==> src/rtl/reset_request_sequencer_pkg.sv <==
// reset_request_sequencer_pkg: sequencer state encoding and sticky cause bit positions.
package reset_request_sequencer_pkg;
    typedef enum logic [1:0] {IDLE, QUIESCE, ASSERT, RELEASE} state_t;
    localparam int CAUSE_SW   = 0;
    localparam int CAUSE_WDOG = 1;
    localparam int CAUSE_DBG  = 2;
    localparam int CAUSE_TMO  = 3;
endpackage

==> src/rtl/reset_req_sync.sv <==
// reset_req_sync: multi-flop level synchronizer for an asynchronous input.
module reset_req_sync #(
    parameter int STAGES = 2
) (
    input  logic clock,
    input  logic reset,
    input  logic d,
    output logic q
);
    logic [STAGES-1:0] ff;
    always_ff @(posedge clock or posedge reset)
        if (reset) ff <= '0;
        else ff <= {ff[STAGES-2:0], d};
    assign q = ff[STAGES-1];
endmodule

==> src/rtl/reset_request_sequencer.sv <==
// reset_request_sequencer: gathers reset requests, quiesces the bus, drives a
// minimum-width reset into the reset tree and tracks its assert/release handshake.
module reset_request_sequencer
    import reset_request_sequencer_pkg::*;
#(
    parameter int SYNC_STAGES     = 2,
    parameter int HOLD_CYCLES     = 64,
    parameter int QUIESCE_TIMEOUT = 1024,
    parameter int CNT_W           = 16
) (
    input  logic       clock,
    input  logic       reset,
    input  logic       sw_req,
    input  logic       wdog_req,
    input  logic       dbg_req,
    output logic       quiesce_req,
    input  logic       quiesce_ack,
    output logic       areset_out,
    input  logic       tree_reset,
    output logic       busy,
    output logic [3:0] cause,
    input  logic       cause_clr
);
    state_t state, state_nxt;
    logic [CNT_W-1:0] cnt, cnt_nxt;
    logic wdog_s, dbg_s, tree_s, wdog_d, dbg_d;
    logic wdog_edge, dbg_edge, ev, tmo;
    logic [3:0] set;

    reset_req_sync #(.STAGES(SYNC_STAGES)) u_wdog (.clock(clock), .reset(reset), .d(wdog_req), .q(wdog_s));
    reset_req_sync #(.STAGES(SYNC_STAGES)) u_dbg (.clock(clock), .reset(reset), .d(dbg_req), .q(dbg_s));
    reset_req_sync #(.STAGES(SYNC_STAGES)) u_tree (.clock(clock), .reset(reset), .d(tree_reset), .q(tree_s));

    assign wdog_edge = wdog_s & ~wdog_d;
    assign dbg_edge  = dbg_s & ~dbg_d;
    assign ev        = sw_req | wdog_edge | dbg_edge;

    always_comb begin
        state_nxt = state;
        cnt_nxt   = cnt;
        tmo       = 1'b0;
        case (state)
            IDLE: begin
                cnt_nxt = '0;
                if (ev) state_nxt = QUIESCE;
            end
            QUIESCE:
                if (quiesce_ack || cnt == CNT_W'(QUIESCE_TIMEOUT - 1)) begin
                    state_nxt = ASSERT;
                    cnt_nxt   = '0;
                    tmo       = ~quiesce_ack;
                end else cnt_nxt = cnt + CNT_W'(1);
            // counter parks at HOLD_CYCLES-1 until the tree confirms it is in reset
            ASSERT:
                if (cnt != CNT_W'(HOLD_CYCLES - 1)) cnt_nxt = cnt + CNT_W'(1);
                else if (tree_s) begin
                    state_nxt = RELEASE;
                    cnt_nxt   = '0;
                end
            RELEASE:
                if (!tree_s) state_nxt = IDLE;
            default: state_nxt = IDLE;
        endcase
        set            = '0;
        set[CAUSE_SW]   = sw_req;
        set[CAUSE_WDOG] = wdog_edge;
        set[CAUSE_DBG]  = dbg_edge;
        set[CAUSE_TMO]  = tmo;
    end

    always_ff @(posedge clock or posedge reset)
        if (reset) begin
            state       <= IDLE;
            cnt         <= '0;
            wdog_d      <= 1'b0;
            dbg_d       <= 1'b0;
            quiesce_req <= 1'b0;
            areset_out  <= 1'b0;
            busy        <= 1'b0;
            cause       <= '0;
        end else begin
            state       <= state_nxt;
            cnt         <= cnt_nxt;
            wdog_d      <= wdog_s;
            dbg_d       <= dbg_s;
            quiesce_req <= state_nxt == QUIESCE || state_nxt == ASSERT;
            areset_out  <= state_nxt == ASSERT;
            busy        <= state_nxt != IDLE;
            cause       <= (cause & ~{4{cause_clr}}) | set;
        end
endmodule

==> config.mk <==
export PLATFORM = sky130hd
export DESIGN_NAME = reset_request_sequencer
export DESIGN_NICKNAME = d
export VERILOG_FILES = /design/src/rtl/reset_request_sequencer_pkg.sv /design/src/rtl/reset_req_sync.sv /design/src/rtl/reset_request_sequencer.sv
export SDC_FILE = /design/constraint.sdc
export NUM_CORES = 1
export LEC_CHECK = 0
export CAP_MARGIN = 20
export CORE_ASPECT_RATIO = 0.75
export CORE_MARGIN = 10
export CORE_UTILIZATION = 49
export DETAILED_ROUTE_END_ITERATION = 8
export PLACE_DENSITY = 0.7
export SKIP_LAST_GASP = 1
export SLEW_MARGIN = 20
export SYNTH_ARGS = -nofsm -noshare
export SYNTH_HDL_FRONTEND = slang
export SYNTH_HIERARCHICAL = 1
export SYNTH_SLANG_ARGS = --single-unit
==> constraint.sdc <==
create_clock -name clock -period 2.9 [get_ports clock]
set_input_delay 0.435 -clock clock [delete_from_list [all_inputs] [get_ports clock]]
set_output_delay 0.435 -clock clock [all_outputs]
set_load 0.01 [all_outputs]
==> summary.txt <==
GRT
  • Largest net degree at the start of global routing: 28
  • Total gr overflow: 0
  • GR Util All Layers: 0.118
  • First-pass GRT wire length: about 5700 µm
  • Initial antenna violation count: 0
  • Number of global-route vias before repair: 1,224

Floorplanning
  • Die extent in x: approximately 87 µm
  • Core area: ~3200 µm²
  • FP Rows: 18
  • Die height: between 60 and 70 µm
  • # IOs: 15
  • Initial core utilization: 0.502
  • Area of the die: 6050 µm²

Clock network
  • Later-pin clock latency in the skew report: between 200 and 300 ps
  • Post_cts resized: 0
  • Hold buffer count at CTS: 0
  • Htree depth: 2
  • CTS tree: built
  • # Post-CTS Setup Buffers: 0
  • Cts bufs inserted: 5
  • CTS Buffer Depth: 2
  • Root buf cell: clkbuf_8
  • Sink Count: 33
  • Clock-pin slew on the worst setup and hold paths: 60 ps

Worst hold path
  • HP Class: reg2reg
  • Hold path depth: 0

Logic synthesis
  • Simple-gate share of the synthesized area: 0.211
  • Mapped Cells: between 150 and 200
  • Syn nets: approximately 170
  • Multiplexer area fraction after synthesis: 0
  • Post-synth EDFFs: 0
  • Post-Synth Adder-Cell Area: 0.0538
  • Largest family of logic cells by synthesized area: simple AND/OR/NAND/NOR gates
  • Post-synthesis compound-gate area fraction: 0.162
  • Netlist Area Pre-Place: 1630 µm²
  • Syn. warnings: 6
  • Main synth FF type: dfrtp_1
  • Count of cell types in the netlist: 43
  • Syn Area/Cell: 10.4 µm²
  • Post-synthesis xor/xnor area fraction: 0.0269
  • Post-synthesis sequential area ratio: 0.508
  • Number of synthesized register bits: 33
  • Asr flop ratio synth: 1.00

Placement
  • Placer congestion estimate: slightly above 0.8
  • I/O Buffers: 14
  • Hpwl dp: between 2000 and 3000 µm
  • Placed insts: 210

Routing
  • WL per Instance: about 16 µm
  • Met3 Wirelength: 213 µm
  • Post-DRT Antenna Nets: 0
  • Drt pass-1 iters: 4
  • DRC Markers: 0
  • Vias: roughly 1,300
  • Final WL: 3430 µm
  • Vias per cell: about 5.7
  • Met2 routed WL: ~1500 µm
  • DRT met1 WL: around 1600 µm
  • Highest routed metal layer: met4
  • DR iter-0 viols: between 150 and 200

Timing
  • Final Hold Fails: 0
  • Setup Skew: between 6 and 7 ps
  • Final setup TNS: 0 ps
  • Worst rel slew slack: 0.639
  • Unrepaired setup endpoints after global routing: false
  • Final setup viols: 0
  • Maximum achievable frequency: between 400 and 500 MHz
  • Crit share post-route: 0.811
  • Max-slew violations: 0
  • Worst-margin pin slew: around 540 ps
  • Min Tclk post-route: roughly 2400 ps

Final layout
  • Area growth from synthesis to layout: 18.2%
  • Layout cells sized above 1: 0.0955
  • Commonest non-fill, non-tap cells in the layout: 33 x dfrtp_1, 16 x inv_1, 15 x nor2_1, 14 x clkdlybuf4s50_1, 11 x nand2_1
  • Diode count: 0
  • Most common cell after layout, fill and taps aside: dfrtp_1
  • Layout Cells excl Fill: roughly 220
  • Nets@finish: ~190
  • # fillers: around 280

Setup path
  • Worst endpoint required time: about 3100 ps
  • Startpoint types: flip-flop
  • Worst-path fanout max: 11
  • CP endpoint kind: flip-flop
  • Setup Crit Path Kind: reg2reg
  • Critical path launch point: cnt[0]
  • Arrival time at the worst endpoint: 2580 ps
  • FF-to-FF setup slack: around 550 ps
  • Worst setup endpoint: quiesce_req
  • R2R depth: 7
  • Reg-to-Reg End: quiesce_req
  • Worst r2r src: cnt[0]

Power and ir drop
  • PwrDens: ~710 nW/µm²
  • IR drop worst, VDD: approximately 400 µV
  • Leak: about 0.85 nW

Job
  • Number of max-cap violations: 0

Status
  • Status: finished clean
[worst min-delay path by stage]
stage	end	startpoint
detailed placement	u_dbg/ff[1]	u_dbg/ff[0]
global placement	u_tree/ff[1]	u_tree/ff[0]
CTS	u_dbg/ff[1]	u_dbg/ff[0]
floorplan	u_dbg/ff[0]	reset
global route	u_dbg/ff[1]	u_dbg/ff[0]
finish	u_dbg/ff[1]	u_dbg/ff[0]
[Yosys cell counts (2+ instances only)]
| cell | n | area share |
|---|---|---|
| nor2b_1 | 2 | 0.0077 |
| nor3_1 | 4 | 0.012 |
| and4_1 | 2 | 0.011 |
| dfrtp_1 | 33 | 0.51 |
| a22o_1 | 7 | 0.038 |
| nor2_1 | 15 | 0.035 |
| nor4_4 | 2 | 0.026 |
| nand2_1 | 11 | 0.025 |
| a21o_1 | 2 | 0.0092 |
| ha_1 | 7 | 0.054 |
| inv_1 | 16 | 0.037 |
| and3_1 | 2 | 0.0077 |
| nand3_1 | 5 | 0.015 |
| xnor2_1 | 3 | 0.016 |
| a21oi_1 | 4 | 0.012 |
| or4_4 | 2 | 0.014 |
| o21ai_1 | 5 | 0.015 |
| nor4_1 | 2 | 0.0077 |
| nand2b_1 | 3 | 0.012 |
| nand4_1 | 2 | 0.0077 |
| o21ai_0 | 4 | 0.012 |
| xor2_1 | 2 | 0.011 |
[area by class of cell]
cell class	instances	area (µm²)	share of cell area
Multi-Input combinational cell	106	737	0.383
Clock inverter	1	5.00	0.00260
Clock buffer	7	96.3	0.0501
Sequential cell	33	826	0.430
Tap cell	40	50.0	0.0260
Timing Repair Buffer	15	148	0.0768
Inverter	16	60.1	0.0313
[power by group]
group	internal [W]	switching (W)	leakage, nW	total (W)
Combinational	0.000177	0.000271	0.372	0.000448
Clock	0.000214	0.000161	0.0542	0.000376
Sequential	0.000507	0.0000295	0.426	0.000536
Total	0.000897	0.000462	0.853	0.00136
[flip-flops by register name (all words and copies together), names as in the netlist]
| signal | cells |
|---|---|
| areset_out | 1 |
| busy | 1 |
| cause | 4 |
| cnt | 16 |
| dbg_d | 1 |
| quiesce_req | 1 |
| state | 2 |
| u_dbg/ff | 2 |
| u_tree/ff | 2 |
| u_wdog/ff | 2 |
| wdog_d | 1 |
[worst max-delay path, stage by stage, from the launching register on]
cell,delay [ps]
dfrtp_1,400
ha_1,200
nand3_1,390
nor4_4,540
o21ai_0,150
a2bb2oi_1,280
ha_1,280
inv_1,50
[per-stage QoR]
| step | setup WS [ps] | hold WS (ps) | power (W) | util | area, µm² |
|---|---|---|---|---|---|
| 2_1_floorplan | 854 | 176 | 0.000840 | - | 1630 |
| 3_3_place_gp | 671 | 337 | 0.000974 | 0.561 | 1820 |
| 3_5_place_dp | 543 | 338 | 0.000985 | 0.561 | 1820 |
| 4_1_cts | 530 | 353 | 0.00136 | 0.593 | 1920 |
| 5_1_grt | 351 | 359 | 0.00145 | 0.593 | 1920 |
| 6_report | 547 | 350 | 0.00136 | 0.593 | 1920 |
[layer usage]
layer | track usage | up-vias
li1 | - | 600
met1 | 0.154 | 601
met2 | 0.168 | 42
met3 | 0.0371 | 10
met4 | 0.0610 | 0
met5 | 0 | -
[logic make-up after synthesis]
| logic type | Yosys count |
|---|---|
| compound gates | 36 |
| xor+xnor | 5 |
| buf+inv | 17 |
| simple gates | 58 |
| fa+ha+maj | 7 |
| flops | 33 |
No activity file was read; power rests on OpenSTA's default activity.
